`src/rtl/multi_digit_counter.sv`:
```
// Debounced up/down/clear counter of NUM_DIGITS hex or BCD digits with button
// auto-repeat and active-low 7-segment outputs.
`timescale 1ns/1ps

module multi_digit_counter #(
    parameter int unsigned NUM_DIGITS     = 2,
    parameter int unsigned DEC_MODE       = 0,
    parameter int unsigned DEBOUNCE_LIMIT = 250000,
    parameter int unsigned REPEAT_DELAY   = 12500000,
    parameter int unsigned REPEAT_PERIOD  = 2500000
) (
    input  logic                    i_Clk,
    input  logic                    i_Rst_L,
    input  logic                    i_Switch_Inc,
    input  logic                    i_Switch_Dec,
    input  logic                    i_Switch_Clr,
    output logic [4*NUM_DIGITS-1:0] o_Count,
    output logic [7*NUM_DIGITS-1:0] o_Segments,
    output logic                    o_Wrap
);

    localparam int unsigned CNT_W    = 4 * NUM_DIGITS;
    localparam int unsigned DB_W     = $clog2(DEBOUNCE_LIMIT);
    localparam int unsigned TMR_TOP  = (REPEAT_DELAY > REPEAT_PERIOD) ? REPEAT_DELAY : REPEAT_PERIOD;
    localparam int unsigned TMR_W    = (TMR_TOP > 2) ? $clog2(TMR_TOP) : 1;
    localparam int unsigned DLY_LAST = (REPEAT_DELAY > 0) ? REPEAT_DELAY - 1 : 0;
    localparam int unsigned PER_LAST = (REPEAT_PERIOD > 0) ? REPEAT_PERIOD - 1 : 0;
    localparam int unsigned BTN_INC  = 0;
    localparam int unsigned BTN_DEC  = 1;
    localparam int unsigned BTN_CLR  = 2;
    localparam logic [3:0]  DIG_MAX  = (DEC_MODE != 0) ? 4'd9 : 4'd15;

    typedef enum logic [1:0] {
        RPT_IDLE,
        RPT_DELAY,
        RPT_REPEAT
    } rpt_state_e;

    logic [2:0]       raw_btn;
    logic [2:0]       sync_q1;
    logic [2:0]       sync_q2;
    logic [2:0]       filt_q;
    logic [2:0]       filt_d_q;
    logic [2:0]       rise_c;
    logic [DB_W-1:0]  db_cnt_q [3];
    logic [1:0]       step_c;
    logic [CNT_W-1:0] count_q;
    logic             wrap_q;
    logic [CNT_W-1:0] inc_val_c;
    logic [CNT_W-1:0] dec_val_c;
    logic             inc_wrap_c;
    logic             dec_wrap_c;
    logic             carry_c;
    logic             borrow_c;

    assign raw_btn = {i_Switch_Clr, i_Switch_Dec, i_Switch_Inc};
    assign rise_c  = filt_q & ~filt_d_q;

    // Synchronise and debounce all three buttons; any agreement restarts the count
    always_ff @(posedge i_Clk or negedge i_Rst_L) begin
        if (!i_Rst_L) begin
            sync_q1  <= '0;
            sync_q2  <= '0;
            filt_q   <= '0;
            filt_d_q <= '0;
            for (int b = 0; b < 3; b++) db_cnt_q[b] <= '0;
        end else begin
            sync_q1  <= raw_btn;
            sync_q2  <= sync_q1;
            filt_d_q <= filt_q;
            for (int b = 0; b < 3; b++) begin
                if (sync_q2[b] != filt_q[b]) begin
                    if (db_cnt_q[b] == DB_W'(DEBOUNCE_LIMIT - 1)) begin
                        filt_q[b]   <= sync_q2[b];
                        db_cnt_q[b] <= '0;
                    end else begin
                        db_cnt_q[b] <= db_cnt_q[b] + DB_W'(1);
                    end
                end else begin
                    db_cnt_q[b] <= '0;
                end
            end
        end
    end

    // Auto-repeat sequencer for the increment and decrement buttons
    for (genvar g = 0; g < 2; g++) begin : g_rpt
        rpt_state_e       state_q;
        logic [TMR_W-1:0] tmr_q;

        always_ff @(posedge i_Clk or negedge i_Rst_L) begin
            if (!i_Rst_L) begin
                state_q <= RPT_IDLE;
                tmr_q   <= '0;
            end else if (!filt_q[g]) begin
                state_q <= RPT_IDLE;
                tmr_q   <= '0;
            end else begin
                case (state_q)
                    RPT_IDLE: begin
                        if (rise_c[g]) begin
                            state_q <= RPT_DELAY;
                            tmr_q   <= '0;
                        end
                    end
                    RPT_DELAY: begin
                        if (REPEAT_DELAY != 0) begin
                            if (tmr_q == TMR_W'(DLY_LAST)) begin
                                state_q <= RPT_REPEAT;
                                tmr_q   <= '0;
                            end else begin
                                tmr_q <= tmr_q + TMR_W'(1);
                            end
                        end
                    end
                    RPT_REPEAT: begin
                        if (tmr_q == TMR_W'(PER_LAST)) tmr_q <= '0;
                        else                           tmr_q <= tmr_q + TMR_W'(1);
                    end
                    default: begin
                        state_q <= RPT_IDLE;
                        tmr_q   <= '0;
                    end
                endcase
            end
        end

        assign step_c[g] = (state_q == RPT_IDLE)  ? rise_c[g] :
                           (state_q == RPT_DELAY) ? (filt_q[g] && (REPEAT_DELAY != 0) &&
                                                     (tmr_q == TMR_W'(DLY_LAST))) :
                           ((state_q == RPT_REPEAT) && filt_q[g] && (tmr_q == TMR_W'(PER_LAST)));
    end

    // Ripple carry/borrow next values; a surviving carry/borrow means wrap
    always_comb begin
        inc_val_c = count_q;
        dec_val_c = count_q;
        carry_c   = 1'b1;
        borrow_c  = 1'b1;
        for (int d = 0; d < NUM_DIGITS; d++) begin
            if (carry_c) begin
                if (count_q[4*d +: 4] == DIG_MAX) begin
                    inc_val_c[4*d +: 4] = 4'd0;
                end else begin
                    inc_val_c[4*d +: 4] = count_q[4*d +: 4] + 4'd1;
                    carry_c = 1'b0;
                end
            end
            if (borrow_c) begin
                if (count_q[4*d +: 4] == 4'd0) begin
                    dec_val_c[4*d +: 4] = DIG_MAX;
                end else begin
                    dec_val_c[4*d +: 4] = count_q[4*d +: 4] - 4'd1;
                    borrow_c = 1'b0;
                end
            end
        end
        inc_wrap_c = carry_c;
        dec_wrap_c = borrow_c;
    end

    // Clear wins over steps; simultaneous inc and dec cancel
    always_ff @(posedge i_Clk or negedge i_Rst_L) begin
        if (!i_Rst_L) begin
            count_q <= '0;
            wrap_q  <= 1'b0;
        end else begin
            wrap_q <= 1'b0;
            if (rise_c[BTN_CLR]) begin
                count_q <= '0;
            end else if (step_c[BTN_INC] && !step_c[BTN_DEC]) begin
                count_q <= inc_val_c;
                wrap_q  <= inc_wrap_c;
            end else if (step_c[BTN_DEC] && !step_c[BTN_INC]) begin
                count_q <= dec_val_c;
                wrap_q  <= dec_wrap_c;
            end
        end
    end

    function automatic logic [6:0] seg_decode(input logic [3:0] v);
        case (v)
            4'h0: seg_decode = 7'b0000001;
            4'h1: seg_decode = 7'b1001111;
            4'h2: seg_decode = 7'b0010010;
            4'h3: seg_decode = 7'b0000110;
            4'h4: seg_decode = 7'b1001100;
            4'h5: seg_decode = 7'b0100100;
            4'h6: seg_decode = 7'b0100000;
            4'h7: seg_decode = 7'b0001111;
            4'h8: seg_decode = 7'b0000000;
            4'h9: seg_decode = 7'b0000100;
            4'hA: seg_decode = 7'b0001000;
            4'hB: seg_decode = 7'b1100000;
            4'hC: seg_decode = 7'b0110001;
            4'hD: seg_decode = 7'b1000010;
            4'hE: seg_decode = 7'b0110000;
            default: seg_decode = 7'b0111000;
        endcase
    endfunction

    always_comb begin
        o_Segments = '0;
        for (int d = 0; d < NUM_DIGITS; d++) begin
            o_Segments[7*d +: 7] = seg_decode(count_q[4*d +: 4]);
        end
    end

    assign o_Count = count_q;
    assign o_Wrap  = wrap_q;

endmodule

```
`config.mk`:
```
export PLATFORM = sky130hd
export DESIGN_NAME = multi_digit_counter
export DESIGN_NICKNAME = d
export VERILOG_FILES = /design/src/rtl/multi_digit_counter.sv
export SDC_FILE = /design/constraint.sdc
export NUM_CORES = 1
export LEC_CHECK = 0
export CAP_MARGIN = 20
export CORE_MARGIN = 5
export CORE_UTILIZATION = 30
export DETAILED_ROUTE_END_ITERATION = 8
export SETUP_SLACK_MARGIN = 0.5
export SLEW_MARGIN = 25
export SYNTH_ARGS = -nofsm -noshare
export SYNTH_HDL_FRONTEND = slang
export SYNTH_SLANG_ARGS = --single-unit
```
`constraint.sdc`:
```
create_clock -name i_Clk -period 2.8 [get_ports i_Clk]
set_clock_uncertainty 0.05 [all_clocks]
set_input_delay 0.56 -clock i_Clk [delete_from_list [all_inputs] [get_ports i_Clk]]
set_output_delay 0.56 -clock i_Clk [all_outputs]
set_load 0.005 [all_outputs]
```
=== Word-level counts from Yosys, hierarchy flattened ===
Memories as Yosys holds them, arrays and structs flattened.
Index checks and enable logic that the tools add are counted.
W data, S select, Z words.

* Add/sub/neg operators: 9
* Equal/unequal tests: 23
* Muxes and demuxes: 46
* Bitwise logic cells: 2
* Reductions and logical operators: 22

{| class="wikitable"
|+ Operators with widths
! cell !! count
|-
| $mux W24 || 8
|-
| $pmux W24 S3 || 2
|-
| $mux W18 || 6
|-
| $add A18 B1 Y18 const B || 3
|-
| $eq A18 B18 Y1 const B || 3
|-
| $add A24 B1 Y24 const B || 2
|-
| $eq A24 B22 Y1 const B || 2
|-
| $eq A24 B24 Y1 const B || 2
|-
| $mux W4 || 6
|-
| $mux W8 || 3
|-
| $ne A3 B3 Y1 const B || 5
|-
| $mux W1 || 13
|-
| $mux W2 || 6
|-
| $pmux W2 S3 || 2
|-
| $reduce_and A3 Y1 || 3
|-
| $add A4 B1 Y4 const B || 2
|-
| $eq A4 B4 Y1 const B || 2
|-
| $logic_and A1 B1 Y1 || 8
|-
| $logic_not A4 Y1 || 2
|-
| $sub A4 B1 Y4 const B || 2
|-
| $reduce_and A2 Y1 || 3
|-
| $reduce_bool A3 Y1 || 2
|-
| $eq A2 B1 Y1 const B || 2
|-
| $eq A2 B2 Y1 const B || 2
|-
| other kinds (6) || 11
|}

* Flip-flop bits (word level): 127
* Bits in read-only memories: 224
* Input bits: 5
* Output and inout port bits: 23
* Logic and storage cells: 120
* Memories kept: 2

{| class="wikitable"
|+ Memory list
! memory !! words !! width !! read ports !! clocked after Yosys merged registers in !! write ports !! RTL line !! text
|-
| (name not given) || 16 || 7 || 1 || 0 || 0 || 182 || <nowiki>case (v)</nowiki>
|-
| (name not given) || 16 || 7 || 1 || 0 || 0 || 182 ||
|}

=== Depth between registers and ports, before layout ===
Gate-level depths: netlist of run 1.

* Depth after elaboration: 10
* Mapped depth: 10
* Depth with buffers taken out: 9

=== Worst setup path before layout of run 1 ===
No wires, ideal clock.

* Path type: register to register
* Start: register g_rpt[1].state_q[0]
* End: register count_q[6], in the netlist o_Count[6]
* Setup time: 0.111 ns
* Arrival: 2.463 ns
* Required time: 2.639 ns
* Slack: 0.176 ns
* Cell stages (with the launch flop): 10
* Path buffers: 0
* Clock period less this slack: 2.624 ns
* Cell sequence: dfrtp_1 inv_1 ha_1 nand3b_1 or4_1 a21o_1 a211oi_2 o2bb2ai_4 nor2_1 a2111oi_2

* Cells in the longest elaborated chain, start to end: 9
* Elaborated cells between the ends (all ways): 16
* Classes of those cells: eq/ne (3); mux (4); reduce/logical (9)

{| class="wikitable"
|+ RTL lines
! what !! RTL line !! text
|-
| start, declared || 88 || <nowiki>rpt_state_e state_q;</nowiki>
|-
| start signal, assigned || 93 || <nowiki>state_q <= RPT_IDLE;</nowiki>
|-
| start signal, assigned || 96 || <nowiki>state_q <= RPT_IDLE;</nowiki>
|-
| start signal, assigned || 102 || <nowiki>state_q <= RPT_DELAY;</nowiki>
|-
| $eq A2 B2 Y1 || 131 || <nowiki>((state_q == RPT_REPEAT) && filt_q[g] && (tmr_q == TMR_W'(PER_LAST)));</nowiki>
|-
| $logic_and A1 B1 Y1 (2 in series) || 131 ||
|-
| $mux W1 || 129 || <nowiki>(state_q == RPT_DELAY) ? (filt_q[g] && (REPEAT_DELAY != 0) &&</nowiki>
|-
| $mux W1 * || 128 || <nowiki>assign step_c[g] = (state_q == RPT_IDLE) ? rise_c[g] :</nowiki>
|-
| $logic_not A1 Y1 || 171 || <nowiki>end else if (step_c[BTN_INC] && !step_c[BTN_DEC]) begin</nowiki>
|-
| $logic_and A1 B1 Y1 || 171 ||
|-
| $ne A3 B3 Y1 (no line), or another cell as far along || - ||
|-
| $reduce_and A3 Y1 (no line) / $mux W8 (equally long branches) || - ||
|-
| end signal, assigned || 172 || <nowiki>count_q <= inc_val_c;</nowiki>
|-
| end signal, assigned || 175 || <nowiki>count_q <= dec_val_c;</nowiki>
|-
| end, declared || 47 || <nowiki>logic [CNT_W-1:0] count_q;</nowiki>
|}

Every way passes the cells marked *; elsewhere a longest branch is shown, timed or not.
A chain may end at the register's enable or synchronous reset.

=== Final worst setup path of run 1 ===
* Start: register g_rpt[0].state_q[0]
* End: register count_q[6], in the netlist o_Count[6]

* Cells in the longest elaborated chain, start to end: 9
* Elaborated cells between the ends (all ways): 16
* Classes of those cells: eq/ne (3); mux (4); reduce/logical (9)

{| class="wikitable"
|+ RTL lines
! what !! RTL line !! text
|-
| start, declared || 88 ||
|-
| start signal, assigned || 93 ||
|-
| start signal, assigned || 96 ||
|-
| start signal, assigned || 102 ||
|-
| $eq A2 B2 Y1 || 131 ||
|-
| $logic_and A1 B1 Y1 (2 in series) || 131 ||
|-
| $mux W1 || 129 ||
|-
| $mux W1 * || 128 ||
|-
| $logic_not A1 Y1 || 174 || <nowiki>end else if (step_c[BTN_DEC] && !step_c[BTN_INC]) begin</nowiki>
|-
| $logic_and A1 B1 Y1 || 174 ||
|-
| $reduce_bool A3 Y1 (no line) || - ||
|-
| $reduce_and A3 Y1 (no line) || - ||
|}

Marked as above.

==> summary by stage, run 1 <==
Clock tree
The clock tree from TritonCTS is done. The number of clock sinks is between 100 and 150. The hold buffer count at cts is 0. The number of buffers on the longest clock path is 2. The insertion delay to the later sink of the worst-skew pair is around 0.41 ns.

The tree is rooted in a clkbuf_16. The maximum level of the CTS H-tree is 4. The clock-pin slew reported for the worst setup and hold paths after clock tree synthesis is approximately 0.060 ns. The total clock buffers created by CTS is 17.

Yosys
Each instance of the synthesized netlist takes up on average 9.12 sq um. For this run, the register share of the synthesized area comes to 45.3%. The area share of the largest cell type after synthesis is a little under half. The post-synthesis instance area is between 7000 and 8000 sq um. Among all flip-flop cells after synthesis, the most frequent one is dfrtp_1.

In the synthesized netlist the async set-or-reset flop fraction comes to between 90% and 100%. The most frequent cell after synthesis is dfrtp_1. Counting instances in the post-synthesis netlist gives the leading cell types as dfrtp_1, nor2_1, nand2_1. The post-synthesis sequential element count is 127. The library cell occupying the most area in the post-synthesis netlist is dfrtp_1. By area the synthesized netlist is led by dfrtp_1, nor2_1, xor2_1, nand3_1, ha_1. The synthesized instance count is slightly below 800. During synthesis, Yosys emitted a total of 0 warnings.

The synthesized netlist net count is between 700 and 800. The count of unique library cells instantiated by Yosys is 58. Yosys mapped a number of flops with a built-in enable equal to 0.

Run
The number of max-cap violations is 0.

Floorplan
The chip height is 163 um. The initialized floorplan defines 56 standard-cell rows. The standard cell core area is 23,300 sq um. The initial utilization of the core area, before any placement, comes to a little under a third. The die outline width is ~160 um. The die covers around 27,000 sq um.

The number of primary I/O pins is 28.

Worst setup path
The critical register-to-register path startpoint is g_rpt[0].state_q[0]. The cell at the slowest stage of the critical path is or4_4. The most critical setup path has its startpoint at g_rpt[0].state_q[0]. The endpoint type of the worst setup path is a register. By startpoint and endpoint, the worst setup path is classified as reg -> reg.

Data on the critical path arrives at its endpoint at approximately 2.8 ns. Walking the worst path, the cells encountered are inv_2, ha_4, or2b_4, or4_4, a21oi_4, a211oi_4, o2bb2ai_4, buf_4, a2111oi_4. Among cell families on the critical path, the largest total delay comes from compound AO/OA/AOI/OAI gates. Counting both buffers and inverters, the worst setup path holds a total of 2.

The endpoint required time on the critical path is 3.05 ns. Of all nets on the critical path, the largest fanout is 5. The capturing point of the worst reg2reg path is o_Count[6].

Measured in cells, the most critical reg-to-reg path has a length of 9. The startpoint class of the critical path is a register. For this run, the slowest stage of the critical path takes between 0.5 and 0.6 ns. Across all register-to-register paths, the minimum setup slack is between 0.2 and 0.25 ns.

Power
The sequential cell fraction of total power is 43.8%. The net switching component of the power is roughly 850 uW. The clock network accounts for a little over half of the total power. The switching power share of the total is around a fifth.

The analysis attributes to cell leakage a power of 0.00384 uW. Dividing total power by cell area gives a power density of 461 nW/um^2. The internal power contribution is approximately 3400 uW. The combinational share of power is about 1.8%. The worst-case vdd ir drop is roughly 0.00027 V.

GRT
The number of global-route vias before repair is approximately 5,400. In the global route stage, met2 resource usage came out at 18.2%. The pin count of the biggest net entering global routing is 60. The initial antenna violation count is 0. The first-pass GRT wire length is roughly 26,000 um.

The total track usage is a little under an eighth. The met1 usage is between 15 and 20%. The total global routing overflow is 0. For met3 alone, demand over resource in global routing was 2.51%. The global-route layer with the greatest usage is met2.

Final layout
The proportion of layout cells with a drive suffix above 1 is 23.8%. The storage element area is between 3000 and 4000 sq um. After routing the design area is about 9200 sq um.

The final design utilization is between 30% and 40%. After filler insertion, the fill cell instance count of the layout stands at 2,275. Compared with the post-synthesis result, the final layout area differs by 31.2%. Once layout is complete, the cells apart from fillers number approximately 1,200.

The footprint of the multi-input gates is a little over 4000 sq um. 0 antenna diodes ended up in the layout. At the end of the flow, the number of nets in the layout was 900.

STA
The total of endpoints with negative setup slack in the final report is 0. For the pin with the worst max-slew slack, the measured transition is around 0.67 ns. For this run, the top clock speed supported by timing is a little under 400 MHz. The setup TNS is 0 ns. Of the available clock period, the critical path in the final layout requires ~91%. Measured against its own limit, the worst slew margin works out to between 50% and 60%. The final-report hold violation count is 0. The count of final max-slew check failures is 0.

After layout, the minimum clock period comes to between 2 and 3 ns. The final worst-path setup slack is 0.241 ns. Setup repair after global routing could not meet its margin everywhere.

Routing
The via count normalized by instance count is roughly 4.7. The routed layout has between 5,000 and 6,000 vias. The violation count after the first detailed-routing iteration is just under 400.

The number of search-and-repair iterations in the first detailed-routing pass is 4. In this run the remaining antenna-violating nets after routing total 0. For this run, design rule violations remaining after detail routing come to 0. Wires add up to roughly 15,000 um. After detailed routing, the average wire length per cell comes to 12.9 um.

Placed design
The routability congestion estimate is about 0.85. The placed instances occupy a cell area of 7780 sq um. The HPWL after detailed placement is 9630 um. In this run, placement finished with an instance count of ~1,100. OpenSTA, run right after detailed placement, puts the worst setup slack at ~0.042 ns. Port buffering added 27 buffers.

Run status
The flow ran to the end, and the final reports show no timing, DRC or antenna violations.

Hold path
The class of the tightest hold or removal check is in -> async.
[power groups by stage]
stage	logic (uW)	registers, uW	clock network, uW
2_1_floorplan	29.9	1890	0
3_3_place_gp	82.5	1890	0
3_5_place_dp	83.7	1890	0
4_1_cts	83.7	1860	2370
5_1_grt	93.0	1860	2440
6_report	78.3	1860	2310
[per-stage QoR]
| step | total power (uW) | hold WS [ns] |
|---|---|---|
| final | 4250 | 0.0657 |
| after global placement | 1980 | 0.287 |
| after CTS | 4310 | 0.0968 |
| after floorplan | 1920 | 0.214 |
| after global routing | 4400 | 0.124 |
| after detailed placement | 1980 | 0.286 |
[layout make-up]
| cell class | count | area share (%) |
|---|---|---|
| multi-input combinational | 599 | 43.7 |
| clock inverter | 10 | 1.77 |
| timing repair buffer | 106 | 9.75 |
| inverter | 19 | 0.829 |
| clock buffer | 20 | 4.96 |
| sequential | 127 | 34.7 |
| tap | 319 | 4.34 |
[worst reg2reg max path: stages, from the launching register on]
cell,delay [ns]
dfrtp_1,0.41
inv_2,0.10
ha_4,0.13
or2b_4,0.25
or4_4,0.54
a21oi_4,0.25
a211oi_4,0.07
o2bb2ai_4,0.16
buf_4,0.17
a2111oi_4,0.33
[sequential cells by signal (all words and copies together) (netlist names)]
| signal | count |
|---|---|
| o_Wrap | 1 |
| filt_q | 3 |
| filt_d_q | 3 |
| o_Count | 8 |
| sync_q2 | 3 |
| g_rpt.tmr_q | 48 |
| sync_q1 | 3 |
| g_rpt.state_q | 4 |
| db_cnt_q | 54 |
[repair_timing]
action / in CTS / in global routing
setup buffers: 28 / 28
setup endpoints to repair: 64 / 66
pin swaps: 9 / 26
gates cloned: 0 / 3
gates resized for setup: 83 / 77
[layer usage]
| metal | up-vias | routed length (um) |
|---|---|---|
| met4 | 0 | 224 |
| met5 | - | 0 |
| met2 | 73 | 7250 |
| li1 | 2873 | - |
| met3 | 12 | 433 |
| met1 | 2730 | 7530 |
[worst max-delay path by stage]
stage	end	slack, ns	cells past startpoint
floorplan	o_Count[6]	0.23	9
global placement	o_Count[6]	0.12	9
detailed placement	o_Count[6]	0.04	9
CTS	o_Count[4]	0.25	10
global route	o_Count[4]	0.13	10
finish	o_Count[6]	0.24	9
[cell usage in the layout (no fill, tap or decap), types with 11 or more instances in the layout]
cell / synthesis / routed
dfrtp_1: 127 / 117
nor2_1: 114 / 112
nand2_1: 80 / 78
buf_4: 0 / 61
nand3_1: 64 / 59
xor2_1: 43 / 43
o21ai_0: 58 / 43
xnor2_1: 33 / 33
and3_1: 23 / 21
clkbuf_16: 0 / 17
o21ai_1: 0 / 13
buf_6: 1 / 13
inv_1: 19 / 12
a21oi_1: 15 / 12
ha_1: 25 / 12
buf_2: 0 / 12
clkdlybuf4s50_1: 0 / 12
nor3_1: 13 / 11
nand4_1: 11 / 11
o31ai_1: 12 / 11
[cell families after synthesis]
| family | after synthesis | share of synthesized area [%] |
|---|---|---|
| AND/OR/NAND/NOR | 375 | 26.4 |
| AO/OA/AOI/OAI | 117 | 10.8 |
| flip-flops | 127 | 45.3 |
| XOR/XNOR | 76 | 9.49 |
| multiplexers | 6 | 0.928 |
| adder cells (fa/ha/maj) | 25 | 4.46 |
| buffers and inverters | 43 | 2.55 |
Power figures use the tool's default switching activity.
==> run 2: changes to the inputs <==
- CORE_UTILIZATION: 30 -> 55
- PLACE_DENSITY: unset -> 0.76
==> run 2 against run 1 <==
Net effect:
- count of clock-buffer cells in the layout rose by 4
- clock power fell by 3%
- fmax decreased by 8.1%
- sequential cell count unchanged
==> summary by stage, run 2 (synthesis gave the netlist of run 1 again) <==
Floorplan
The number of primary I/O pins was 28 (unchanged). The chip height is 123 um (was 163 um). The die outline width is 123 um (was 163 um). The starting density of the core is 55.8% (was 30.2%). The standard cell core area was 12,600 sq um (was 23,300 sq um). The number of rows in the core area is 41 (was 56). The area enclosed by the die boundary is 15,100 sq um (was 26,500 sq um).

Clock tree
The buffer type at the clock tree root is clkbuf_16 (unchanged). The clock-pin slew reported for the worst setup and hold paths after clock tree synthesis is 0.05 ns (was 0.06 ns). The total clock buffers created by CTS is 17 (unchanged).

The number of clock sinks is 127 (unchanged). The insertion delay to the later sink of the worst-skew pair is 0.43 ns (was 0.41 ns). The maximum level of the CTS H-tree was 4 (unchanged). The clock tree from TritonCTS is done (unchanged). The number of buffers on the longest clock path was 2 (unchanged). The hold buffer count at cts is 0 (unchanged).

Routing
The total number of vias is 6,573 (was 5,688). The via count normalized by instance count is 6.20 (was 4.74). The overall routed net length came to 19,700 um (was 15,400 um). The detailed-route wire length per cell came to 18.6 um (was 12.9 um). The violation count after the first detailed-routing iteration is 725 (was 394).

The number of search-and-repair iterations in the first detailed-routing pass is 5 (was 4). The number of remaining DRC errors is 0 (unchanged). The remaining antenna violation count after routing is 0 (unchanged).

STA
RSZ-0062 raised after global routing: yes (unchanged). The tightest slew margin relative to the limit came to 46.2% (was 55.3%). The total of endpoints with negative setup slack in the final report was 0 (unchanged). The worst-margin pin slew is 0.805 ns (was 0.669 ns). The highest clock rate is 359 MHz (was 391 MHz). The period utilization is 99.5% (was 91.4%).

The final-report hold violation count came to 0 (unchanged). The post-route worst hold slack is 0.0970 ns (was 0.0657 ns). The final critical path time including I/O delays and setup is 2.78 ns (was 2.56 ns). The count of final max-slew check failures is 0 (unchanged). The final worst-path setup slack came to 0.0150 ns (was 0.241 ns).

Final layout
The growth of design area from synthesis to finish is 31.8% (was 31.2%). The most common cell after layout, fill and taps aside is dfrtp_1 (unchanged). The diode insertion count for antenna repair is 0 (unchanged). The register with the most flip-flops is db_cnt_q (unchanged). The number of fillers in the final layout is 781 (was 2,275). Most used cells in the layout excluding fill and tap cells: dfrtp_1, nor2_1, nand2_1, buf_4, nand3_1 (unchanged). The number of flip-flops under the largest register name is 54 (unchanged). The proportion of layout cells with a drive suffix above 1 is 27.4% (was 23.8%). The net total in the final layout came to 905 (was 900).

Worst setup path
The kind of cell with the highest combined delay on the critical path is simple AND/OR/NAND/NOR gates (was compound AO/OA/AOI/OAI gates). The cell at the slowest stage of the critical path is or4_4 (unchanged). The worst reg-to-reg setup slack is 0.02 ns (was 0.24 ns). The capturing element of the worst setup path is o_Count[4] (was o_Count[6]). The critical register-to-register path startpoint is g_rpt[0].state_q[0] (unchanged).

Critical path cell sequence: inv_2, ha_4, or2b_4, or4_4, a21oi_4, buf_4, buf_6, a211oi_4, o2bb2ai_4, and3_4, nor4_4 (was inv_2, ha_4, or2b_4, or4_4, a21oi_4, a211oi_4, o2bb2ai_4, buf_4, a2111oi_4). The endpoint type of the worst setup path is a register (unchanged). The signal arrival time at the worst endpoint is 3.06 ns (was 2.81 ns). The launch point of the worst path is g_rpt[0].state_q[0] (unchanged).

The type of the setup path with the least slack is reg -> reg (unchanged). The capturing point of the worst reg2reg path is o_Count[4] (was o_Count[6]). The startpoint class of the critical path is a register (unchanged). The maximum cell stage delay along the critical path is 0.55 ns (was 0.54 ns). The endpoint required time on the critical path was 3.07 ns (was 3.05 ns).

The cell depth of the worst flop-to-flop path is 11 (was 9). The peak fanout along the critical path came to 7 (was 5). The total stage count of the critical path is 11 (was 9).

The total buffers and inverters traversed by the critical path is 3 (was 2).

Placed design
The HPWL after detailed placement is 10,100 um (was 9630 um). The pre-CTS setup slack is 0.0330 ns (was 0.0424 ns). The routability congestion estimate is 0.867 (was 0.849). The total of buffers placed on input and output ports was 27 (unchanged).

GRT
The initial antenna violation count came to 0 (unchanged). The total global routing overflow was 0 (unchanged). The number of global-route vias before repair was 6,278 (was 5,369). The total track usage came to 24.6% (was 11.6%). The first-pass GRT wire length is 29,500 um (was 25,800 um). The pin count of the biggest net entering global routing is 47 (was 60).

Run
The number of max-cap violations is 0 (unchanged).

Power
The sequential cell fraction of total power came to 44.4% (was 43.8%). The clock share of power is 53.7% (was 54.3%). The switching power share of the total is 20.7% (was 20.0%). The static leakage is 0.00388 uW (was 0.00384 uW).

The worst-case vdd ir drop is 0.000355 V (was 0.000272 V). The total power density per cell area is 454 nW/um^2 (was 461 nW/um^2). The combinational share of power is 1.9% (was 1.8%). The internal power contribution was 3320 uW (was 3400 uW). The net switching component of the power was 869 uW (was 848 uW).

Hold path
The class of the tightest hold or removal check is in -> async (unchanged).

Run status
Status: completed (unchanged).
## run 2: metrics by stage
| step | TNS (ns) | cells | instance area, sq um | util (%) | power, uW |
|---|---|---|---|---|---|
| finish | 0 | 1060 | 9240 | 73.5 | 4190 |
| global route | -0.0567 | 1060 | 9240 | 73.5 | 4320 |
| CTS | 0 | 1034 | 8790 | 69.9 | 4210 |
| detailed placement | 0 | 963 | 7590 | 60.4 | 1980 |
| global placement | 0 | 963 | 7590 | 60.4 | 1970 |
| floorplan | 0 | 769 | 7060 | - | 1920 |
## run 2: power by group through the flow
| stage | clock network (uW) | registers (uW) | logic, uW |
|---|---|---|---|
| finish | 2250 | 1860 | 79.2 |
| global route | 2370 | 1860 | 94.6 |
| CTS | 2270 | 1860 | 82.5 |
| detailed placement | 0 | 1890 | 82.0 |
| global placement | 0 | 1890 | 79.5 |
| floorplan | 0 | 1890 | 29.9 |
## run 2: per-layer routing
layer / vias to the layer above / wire length (um) / track usage, %
met5: - / 0 / 0
met4: 0 / 1080 / 10.9
met3: 120 / 1350 / 5.63
met2: 384 / 9620 / 41.3
met1: 3174 / 7630 / 30.4
li1: 2895 / - / -
## run 2: worst min path at each step
stage / end / cells past startpoint
after floorplan: db_cnt_q[0] / 0
after global placement: sync_q2[2] / 0
after detailed placement: sync_q2[2] / 0
after CTS: db_cnt_q[31] / 1
after global routing: db_cnt_q[29] / 1
final: db_cnt_q[29] / 1
## run 2: cell type report
type,count,area [sq um],area share (%)
clock buffer,24,512,5.54
clock inverter,8,103,1.11
inverter,19,76.3,0.826
multi-input combinational,600,4210,45.5
sequential,127,3190,34.5
tap,172,215,2.33
timing repair buffer,110,937,10.1
## run 2: timing repair
item | in CTS | in global routing
endpoints found under the setup margin | 61 | 71
pin swaps | 40 | 26
buffers inserted | 37 | 25
cloned | 2 | 1
gates resized for setup | 124 | 87
